==> src/rtl/multi_timer.sv <==
// Bank of NCH memory-mapped interval timers sharing one prescaler.
// Each channel has CNT/LIM/CTL registers with sticky READY/OVERRUN and an IRQ enable.
module multi_timer #(
    parameter int unsigned     BITS   = 32,
    parameter int unsigned     NCH    = 4,
    parameter logic [BITS-1:0] BASE   = 32'hFFFFF100,
    parameter int unsigned     STRIDE = 16,
    parameter int unsigned     PRESC  = 50000
) (
    input  logic            clk,
    input  logic            reset,
    input  logic [BITS-1:0] addr,
    input  logic [BITS-1:0] wdata,
    input  logic            we,
    output logic [BITS-1:0] rdata,
    output logic            sel,
    output logic            irq
);

    localparam int unsigned PW = (PRESC > 1) ? $clog2(PRESC) : 1;

    logic [PW-1:0]   presc_q, presc_d;
    logic            tick;

    logic [BITS-1:0] cnt_q [NCH];
    logic [BITS-1:0] cnt_d [NCH];
    logic [BITS-1:0] lim_q [NCH];
    logic [BITS-1:0] lim_d [NCH];
    logic [NCH-1:0]  ready_q, ready_d;
    logic [NCH-1:0]  ovr_q, ovr_d;
    logic [NCH-1:0]  ie_q, ie_d;

    logic [NCH-1:0]  hit_cnt, hit_lim, hit_ctl;
    logic [NCH-1:0]  wr_cnt, wr_lim, wr_ctl;
    logic [NCH-1:0]  wrap;

    // With PRESC=1 the counter stays at 0 and tick is permanently high.
    assign tick    = (presc_q == PW'(PRESC - 1));
    assign presc_d = tick ? '0 : presc_q + 1'b1;

    always_comb begin
        for (int unsigned c = 0; c < NCH; c++) begin
            hit_cnt[c] = (addr == BASE + BITS'(c) * BITS'(STRIDE));
            hit_lim[c] = (addr == BASE + BITS'(c) * BITS'(STRIDE) + BITS'(4));
            hit_ctl[c] = (addr == BASE + BITS'(c) * BITS'(STRIDE) + BITS'(8));
            wr_cnt[c]  = we & hit_cnt[c];
            wr_lim[c]  = we & hit_lim[c];
            wr_ctl[c]  = we & hit_ctl[c];
            // A CNT or LIM write replaces the tick entirely, flags included.
            wrap[c]    = tick & ~wr_cnt[c] & ~wr_lim[c] & (lim_q[c] != '0) &
                         (cnt_q[c] == lim_q[c] - 1'b1);
        end
    end

    assign sel = |{hit_cnt, hit_lim, hit_ctl};
    assign irq = |(ready_q & ie_q);

    always_comb begin
        for (int unsigned c = 0; c < NCH; c++) begin
            cnt_d[c] = cnt_q[c];
            lim_d[c] = lim_q[c];
            if (wr_lim[c]) begin
                lim_d[c] = wdata;
                cnt_d[c] = '0;
            end else if (wr_cnt[c]) begin
                cnt_d[c] = wdata;
            end else if (wrap[c]) begin
                cnt_d[c] = '0;
            end else if (tick) begin
                cnt_d[c] = cnt_q[c] + 1'b1;
            end
            // Flag set from a same-cycle wrap wins over a clearing CTL write.
            ready_d[c] = (ready_q[c] & ~(wr_ctl[c] & ~wdata[0])) | (wrap[c] & ~ready_q[c]);
            ovr_d[c]   = (ovr_q[c] & ~(wr_ctl[c] & ~wdata[1])) | (wrap[c] & ready_q[c]);
            ie_d[c]    = wr_ctl[c] ? wdata[4] : ie_q[c];
        end
    end

    always_comb begin
        rdata = '0;
        for (int unsigned c = 0; c < NCH; c++) begin
            if (hit_cnt[c]) rdata = cnt_q[c];
            if (hit_lim[c]) rdata = lim_q[c];
            if (hit_ctl[c]) rdata = BITS'({ie_q[c], 2'b00, ovr_q[c], ready_q[c]});
        end
    end

    always_ff @(posedge clk or posedge reset) begin
        if (reset) begin
            presc_q <= '0;
            ready_q <= '0;
            ovr_q   <= '0;
            ie_q    <= '0;
            for (int unsigned c = 0; c < NCH; c++) begin
                cnt_q[c] <= '0;
                lim_q[c] <= '0;
            end
        end else begin
            presc_q <= presc_d;
            ready_q <= ready_d;
            ovr_q   <= ovr_d;
            ie_q    <= ie_d;
            for (int unsigned c = 0; c < NCH; c++) begin
                cnt_q[c] <= cnt_d[c];
                lim_q[c] <= lim_d[c];
            end
        end
    end

endmodule

==> config.mk <==
export PLATFORM = sky130hd
export DESIGN_NAME = multi_timer
export DESIGN_NICKNAME = d
export VERILOG_FILES = /design/src/rtl/multi_timer.sv
export SDC_FILE = /design/constraint.sdc
export NUM_CORES = 1
export LEC_CHECK = 0
export CORE_AREA = 2 2 383 233
export DETAILED_ROUTE_END_ITERATION = 10
export DIE_AREA = 0 0 385 235
export DONT_BUFFER_PORTS = 1
export GPL_ROUTABILITY_DRIVEN = 0
export GPL_TIMING_DRIVEN = 0
export PLACE_DENSITY = 0.49
export SYNTH_ARGS = -nofsm -noshare
export SYNTH_HDL_FRONTEND = slang
export SYNTH_SLANG_ARGS = --single-unit
==> constraint.sdc <==
create_clock -name clk -period 13.57 [get_ports clk]
set_clock_uncertainty 0.2 [all_clocks]
set_input_delay 2.0355 -clock clk [delete_from_list [all_inputs] [get_ports clk]]
set_output_delay 2.0355 -clock clk [all_outputs]
set_load 0.01 [all_outputs]
==> results list <==
* Run status: finished with violations
* Violated checks: capacitance limit, slew limit
- The die covers 90500 sq um.
- Part of the Yosys area used for sequential elements: 32.8%
- At the pin with the least slew margin, the transition time is 1.55 ns.
- Aggregate global routing overflow: 0
- VDD sags by at most 92.4 uV.
- Fraction of post-synthesis cell area in the top cell type by area: 32.8%
- Proportion of synthesized flip-flops having asynchronous set or reset: 100%
- Counting stages on the worst path, the most repeated cell is sky130_fd_sc_hd__nor4_2.
- Average footprint of a synthesized cell: 8.05 sq um
* Root Driver: sky130_fd_sc_hd__clkbuf_16
* Drt pass-1 iters: 6
* Total number of clock tree sinks: 284
* Crit share post-route: 67.3%
* Clock tree buffer depth: 3
- In the synthesized netlist, the cells that appear most often are sky130_fd_sc_hd__nand2_1, sky130_fd_sc_hd__dfrtp_1, sky130_fd_sc_hd__nor2_1, sky130_fd_sc_hd__clkbuf_1, sky130_fd_sc_hd__nor3_1.
* Number of cells produced by synthesis: 2687
* Number of hold violations in the final report: 0
* Final net count: 2798
* I/O pin count: 101
* Leakage power figure: 9.47 nW
- Summing all multi-input logic gate instances after layout gives 13400 sq um.
* Largest stage delay on the critical path: 1.24 ns
- In this run the cell area of the synthesized design comes to 21600 sq um.
- Critical path's slowest cell: sky130_fd_sc_hd__nor4_2
- For this run, the total global-route usage over all layers was measured as 24.5%.
- After detailed routing, the average wire length per cell comes to 29.5 microns.
- Setup TNS: 0 ns
- Among all flip-flop cells after synthesis, the most frequent one is sky130_fd_sc_hd__dfrtp_1.
* Non-filler cells, final: 3910
- Entering global routing, the biggest net connects 115 pins.
* Count of flip-flops with a built-in enable after synthesis: 0
- The count of final max-slew check failures is 9.
* Number of buffers created by CTS: 30
* Leading cell type by number of instances after synthesis: sky130_fd_sc_hd__nand2_1
- DP Worst Slack: 4.98 ns
- Type of origin of the critical path: input port
- The number of gates resized after CTS was 0.
- Vias: 23400
- The cell family contributing the most delay on the critical path is simple AND/OR/NAND/NOR gates.
* CP bufs+invs: 1
- Die outline height: 235 microns
* Data arrival time of the critical path: 6.90 ns
- Number of post-CTS setup repair buffers: 0
* Filler cell count: 9438
- Unrepaired setup endpoints after global routing: false
- Syn. warnings: 0
* Fraction of layout cells with a size suffix above 1: 7.41%
- Using the TritonRoute via totals, the vias-per-cell ratio works out to 5.98.
- Based on the critical path, the design can be clocked at up to 109 MHz.
- Number of antenna violations at the first check in global routing: 12
* Number of max-capacitance violations reported: 2
* H-tree depth: 1
* Number of global-route vias before repair: 19800
- Top fanout value on the critical path: 10
- Global-route wire length before repair: 159 mm
- The initialized floorplan defines 84 standard-cell rows.
- Of all cell types, the one taking the most synthesized area is sky130_fd_sc_hd__dfrtp_1.
* Residual DRC count: 0
- The smallest clock period supported by the final layout is computed as 9.14 ns.
- The worst setup path is of the in2out kind.
- Area taken by flip-flops and latches: 7110 sq um
* Overall power after layout: 1.77 mW
- After clock tree synthesis, the clock-pin slew on the worst setup and hold paths is 0.06 ns.
* Class of the worst hold path: reg2reg
- TritonCTS built the clock tree.
* # port buffers: 0
- Starting density of the core: 24.9%
* Final setup fails: 0
- Cell-by-cell listing of the critical path: nand4b_1 -> nor4_2 -> nand2_1 -> nor4_2 -> clkbuf_1 -> a22o_1 -> a221oi_1 -> a31oi_1
- Layout overhead on the synthesized area: 11.7%
* Number of synthesized register bits: 284
* Capturing element type of the critical path: primary output
- HPWL Detailed: 88.8 mm
* Placed cells: 3851
* Width of the chip: 385 microns
- After clock tree synthesis, the flow added hold-fix buffers numbering 0.
- Power per standard cell area: 73.3 nW/um^2
- After floorplanning, the core was sized to cover 86900 sq um.
- The synthesized netlist contains 88 unique library cells.
- The worst pin sits at a relative slew slack of -3.39%.
- Number of design-rule violations left by the first detailed-router iteration: 4273
* Post-route antenna net violation count: 0
- After synthesis, the cell types taking the most area are sky130_fd_sc_hd__dfrtp_1, sky130_fd_sc_hd__nand2_1, sky130_fd_sc_hd__mux2_2.
- Crit path setup slack, layout: 4.43 ns
* Clock insertion delay at the later pin of the skew report: 0.65 ns
- The number of nets in the synthesized netlist is 2763.
* Total wire length after detailed routing: 115 mm
- Data on the critical path is required at its endpoint by 11.33 ns.
-- placed cells by master (no fill, tap or decap), drive strengths merged, types with 44 or more instances in the layout --
master  count
inv        76
a21oi      97
nor3      123
a22oi      88
dfrtp     284
nand4      55
a32oi      44
mux2      101
and3       44
nor2      207
nand3      93
xor2       62
nor4       73
o21ai     168
clkbuf    231
xnor2     111
nand2     318
-- routing by layer --
metal | share of wire (%) | wire [microns] | global-route usage (%) | vias to the layer above
li1 | - | - | - | 10000
met1 | 46 | 53500 | 38.1 | 11500
met2 | 34 | 38800 | 27.8 | 1663
met3 | 18 | 20600 | 13.9 | 149
met4 | 2.0 | 2260 | 3.50 | 8
met5 | 0.18 | 211 | 1.01 | -
-- power by group --
part	leakage [nW]	internal (mW)	switching, mW
Clock	0.477	0.489	0.400
Combinational	5.48	0.00452	0.0324
Sequential	3.51	0.846	0.00000502
Total	9.47	1.34	0.432
-- cells by family (layout without fill, tap and decap cells) --
logic type / Yosys count / count (layout) / share of synthesized area, %
and+or+nand+nor: 1147 / 1147 / 27.4
AOI/OAI and AO/OA: 659 / 659 / 20.8
buffers and inverters: 295 / 349 / 5.25
DFF: 284 / 284 / 32.8
xor gates and xnor gates: 174 / 174 / 7.11
muxes: 119 / 119 / 6.09
adders and majority gates: 9 / 9 / 0.520
other: 0 / 8 / 0
-- worst register-to-register path: stages, from the launching register on --
cell	delay [ns]
sky130_fd_sc_hd__dfrtp_1	0.51
sky130_fd_sc_hd__nor4_1	0.80
sky130_fd_sc_hd__nand4_1	0.56
sky130_fd_sc_hd__o31a_1	0.46
sky130_fd_sc_hd__or4_1	0.50
sky130_fd_sc_hd__a32oi_1	0.41
sky130_fd_sc_hd__and4_1	0.56
sky130_fd_sc_hd__nand2_1	0.39
sky130_fd_sc_hd__clkbuf_1	0.60
sky130_fd_sc_hd__a32oi_1	0.36
sky130_fd_sc_hd__o21ai_1	0.09
-- per-stage QoR --
stage          hold slack (ns)  instance area, sq um  util, %
2_1_floorplan            0.225                 21600        -
3_3_place_gp             0.248                 23100     26.6
3_5_place_dp             0.269                 23200     26.6
4_1_cts                  0.274                 24100     27.8
5_1_grt                  0.291                 24200     27.8
6_report                 0.263                 24200     27.8
-- flip-flops by register name, summed over array words and instances (netlist names) --
name	cells
presc_q	16
ready_q	4
ie_q	4
ovr_q	4
lim_q	128
cnt_q	128
-- worst paths after layout --
| path | from | endpoint | slack (ns) | depth (start not counted) |
|---|---|---|---|---|
| min | presc_q[0] | presc_q[0] | 0.26 | 1 |
| max | addr[9] | rdata[30] | 4.43 | 8 |
| min reg2reg | presc_q[0] | presc_q[0] | 0.26 | 1 |
| max reg2reg | lim_q[77] | cnt_q[90] | 8.02 | 10 |
| max in group asynchronous | reset | lim_q[86] | 10.39 | 3 |
| min in group asynchronous | reset | lim_q[1] | 1.17 | 1 |
-- area by class of cell --
cell class,instances,area share [%]
Inverter,76,1.21
Timing Repair Buffer,3,0.248
Clock inverter,7,0.502
Multi-Input combinational cell,2108,55.5
Sequential cell,284,29.4
Buffer,219,3.52
Tap cell,1161,6.01
Clock buffer,44,3.53
Antenna cell,8,0.0828
Note: power is estimated with default switching activity, not from simulation.
==> RTL edit, RTL diff (same settings) <==
Add an input register stage for `addr`, `wdata` and `we`, with the module's reset; this delays them by one clock.
--- a/src/rtl/multi_timer.sv
+++ b/src/rtl/multi_timer.sv
@@ -18,6 +18,22 @@
 );
 
     localparam int unsigned PW = (PRESC > 1) ? $clog2(PRESC) : 1;
+
+    logic [BITS-1:0] addr_q;
+    logic [BITS-1:0] wdata_q;
+    logic we_q;
+
+    always_ff @(posedge clk or posedge reset) begin
+        if (reset) begin
+            addr_q  <= '0;
+            wdata_q <= '0;
+            we_q    <= '0;
+        end else begin
+            addr_q  <= addr;
+            wdata_q <= wdata;
+            we_q    <= we;
+        end
+    end
 
     logic [PW-1:0]   presc_q, presc_d;
     logic            tick;
@@ -40,12 +56,12 @@
 
     always_comb begin
         for (int unsigned c = 0; c < NCH; c++) begin
-            hit_cnt[c] = (addr == BASE + BITS'(c) * BITS'(STRIDE));
-            hit_lim[c] = (addr == BASE + BITS'(c) * BITS'(STRIDE) + BITS'(4));
-            hit_ctl[c] = (addr == BASE + BITS'(c) * BITS'(STRIDE) + BITS'(8));
-            wr_cnt[c]  = we & hit_cnt[c];
-            wr_lim[c]  = we & hit_lim[c];
-            wr_ctl[c]  = we & hit_ctl[c];
+            hit_cnt[c] = (addr_q == BASE + BITS'(c) * BITS'(STRIDE));
+            hit_lim[c] = (addr_q == BASE + BITS'(c) * BITS'(STRIDE) + BITS'(4));
+            hit_ctl[c] = (addr_q == BASE + BITS'(c) * BITS'(STRIDE) + BITS'(8));
+            wr_cnt[c]  = we_q & hit_cnt[c];
+            wr_lim[c]  = we_q & hit_lim[c];
+            wr_ctl[c]  = we_q & hit_ctl[c];
             // A CNT or LIM write replaces the tick entirely, flags included.
             wrap[c]    = tick & ~wr_cnt[c] & ~wr_lim[c] & (lim_q[c] != '0) &
                          (cnt_q[c] == lim_q[c] - 1'b1);
@@ -60,19 +76,19 @@
             cnt_d[c] = cnt_q[c];
             lim_d[c] = lim_q[c];
             if (wr_lim[c]) begin
-                lim_d[c] = wdata;
+                lim_d[c] = wdata_q;
                 cnt_d[c] = '0;
             end else if (wr_cnt[c]) begin
-                cnt_d[c] = wdata;
+                cnt_d[c] = wdata_q;
             end else if (wrap[c]) begin
                 cnt_d[c] = '0;
             end else if (tick) begin
                 cnt_d[c] = cnt_q[c] + 1'b1;
             end
             // Flag set from a same-cycle wrap wins over a clearing CTL write.
-            ready_d[c] = (ready_q[c] & ~(wr_ctl[c] & ~wdata[0])) | (wrap[c] & ~ready_q[c]);
-            ovr_d[c]   = (ovr_q[c] & ~(wr_ctl[c] & ~wdata[1])) | (wrap[c] & ready_q[c]);
-            ie_d[c]    = wr_ctl[c] ? wdata[4] : ie_q[c];
+            ready_d[c] = (ready_q[c] & ~(wr_ctl[c] & ~wdata_q[0])) | (wrap[c] & ~ready_q[c]);
+            ovr_d[c]   = (ovr_q[c] & ~(wr_ctl[c] & ~wdata_q[1])) | (wrap[c] & ready_q[c]);
+            ie_d[c]    = wr_ctl[c] ? wdata_q[4] : ie_q[c];
         end
     end
 
Check against the original RTL: not settled (the Yosys comparison gave no result); the edit may change what the design does.
==> RTL edit against the unedited design <==
  * Die area unchanged
  * Critical endpoint is now rdata[22]
  * Power up 30%
  * Highest routed layer is now met4
  * Global-route usage down 0.87 points
  * First-iteration DRC count down 32%
  * Sequential cell count up 65
  * Area after synthesis up 4.2%
  * Via count down 4.1%
  * Design area up 5.2%
  * Worst setup slack better by 1.4 ns
  * Routed wire length down 5.0%
  * Core utilization up 1.5 points
==> RTL edit: results <==
[global_routing]
grt_max_degree = 122
grt_pass1_vias = 20000
grt_pass1_wl_mm = 154
antenna_found_initial = 6
track_usage_pct = 23.6

[setup_path]
cpPeakStageDelay_ns = 1.02
r2r_slack_ns = 8.40
reg2reg_to = "lim_q[67]$_DFFE_PP0P_"
r2r-start = "addr_q[1]$_DFF_PP0_"
critical_path.top_delay_family = "simple AND/OR/NAND/NOR gates"
worstPathMaxFanout = 10
cp.arrival_ns = 5.48
endpoint = "rdata[22]"
worstSetupStartpoint = "addr_q[1]$_DFF_PP0_"
cpMaxStageDelayCell = "a41oi_1"
reg2regPathDepth = 8

[final_layout]
fillerInstances = 9260
largestRegisters = "cnt_q: 128 flops, lim_q: 128 flops"
nets = 2786
diodes = 0
drive_gt1_share_pct = 7.88

[hold_path]
hold_path_class = "reg2reg"
whs_path_depth = 1

[logic_synthesis]
yosysSeqAreaShare_pct = 38.7
yosysWarnings = 0
ys.flop_type = "dfrtp_1"
synth-async-reset-ratio_pct = 100
ys_top_cells_by_count = "nand2_1, dfrtp_1, clkbuf_1"
synth_cell_types = 88
syn_avg_cell_area_um2 = 8.47
syn_nets = 2739
synth_area_leaders = "dfrtp_1, nand2_1, xnor2_1, mux2_2, o21ai_0"

[run_status]
status = "finished clean"

[power]
irDropWorstVdd_mv = 0.0852
power.leakage_nw = 10.8

[detailed_routing]
wl_per_cell_um = 28.1
first_pass_iters = 6
drt_iter0_drc = 2919
finalWirelength_mm = 109
vias_per_cell = 5.75

[placement]
dp.cells = 3827
place_area_um2 = 24100
port_buffers = 0
hpwl_mm = 84.5

[clock_network]
h-tree-depth = 2
cts_setup_buffers = 0
clk_pin_slew_ns = 0.06
insertion_delay_ns = 0.63
numCtsBuffers = 42
post_cts_resized = 0
clk_path_buf_depth = 3
root_buffer = "clkbuf_16"

[timing]
final_max_slew_viol_count = 0
worst_pin_slew_ns = 1.34
-- RTL edit: changes by cell type in the layout (fill, tap and decap cells not counted), moves of 38 or more --
cell     before  now
dfrtp_1     284  349
nand2_1     318  396
o21ai_0      90  155
a32oi_1      44    6
o21ai_1      78    2
-- RTL edit: final cells by class --
class | count | area [µm²] | share of cell area, %
inverters | 45 | 176 | 0.693
plain buffers | 217 | 878 | 3.45
repair buffers | 3 | 82.6 | 0.325
multi-input cells | 2052 | 12800 | 50.2
well taps | 1161 | 1450 | 5.71
clock inverters | 15 | 146 | 0.575
flip-flops and latches | 349 | 8730 | 34.3
clock buffers | 60 | 1200 | 4.72
-- RTL edit: worst reg2reg max path: cells and delay by family (launching register included) --
family / cells / cell delay [ns]
buf+inv: 1 / 0.58
flops: 1 / 0.35
mux: 1 / 0.44
simple gates: 6 / 3.50
-- RTL edit: kinds of logic (layout without fill, tap and decap cells) --
family / Yosys count / after routing / share of synthesized area, %
DFF: 349 / 349 / 38.7
and+or+nand+nor: 1121 / 1121 / 25.2
muxes: 86 / 86 / 4.21
xor gates and xnor gates: 206 / 206 / 8.06
AOI/OAI and AO/OA: 630 / 630 / 18.6
adders and majority gates: 9 / 9 / 0.499
buffers and inverters: 262 / 340 / 4.64
-- RTL edit: stage by stage --
step,setup TNS [ns],setup WS [ns],utilization (%)
after floorplan,0,1.66,-
after global placement,-1122.31,-3.26,27.6
after detailed placement,0,6.46,27.7
after CTS,0,5.83,29.3
after global routing,0,5.50,29.3
final,0,5.86,29.3
-- RTL edit: worst min path at each step --
stage                           endpoint            startpoint  slack [ns]
floorplan           presc_q[0]$_DFF_PP0_  presc_q[0]$_DFF_PP0_        0.23
global placement    presc_q[0]$_DFF_PP0_  presc_q[0]$_DFF_PP0_        0.25
detailed placement  presc_q[0]$_DFF_PP0_  presc_q[0]$_DFF_PP0_        0.25
CTS                 presc_q[0]$_DFF_PP0_  presc_q[0]$_DFF_PP0_        0.26
global route        presc_q[0]$_DFF_PP0_  presc_q[0]$_DFF_PP0_        0.29
finish              presc_q[0]$_DFF_PP0_  presc_q[0]$_DFF_PP0_        0.26
-- RTL edit: layer usage --
metal | track usage, % | part of all wire, % | routed length, µm | up-vias
met5 | 0 | 0 | 0 | -
met1 | 36.3 | 45 | 49800 | 11100
met2 | 28.3 | 36 | 39100 | 1444
met4 | 4.55 | 1.9 | 2080 | 0
met3 | 11.8 | 17 | 18600 | 144
li1 | - | - | - | 9790
-- RTL edit: power breakdown --
| part | switching (W) | internal, W | leakage, nW |
|---|---|---|---|
| Sequential | 0.0000196 | 0.00105 | 4.71 |
| Combinational | 0.0000509 | 0.00000629 | 5.43 |
| Clock | 0.000516 | 0.000656 | 0.669 |
| Total | 0.000587 | 0.00171 | 10.8 |
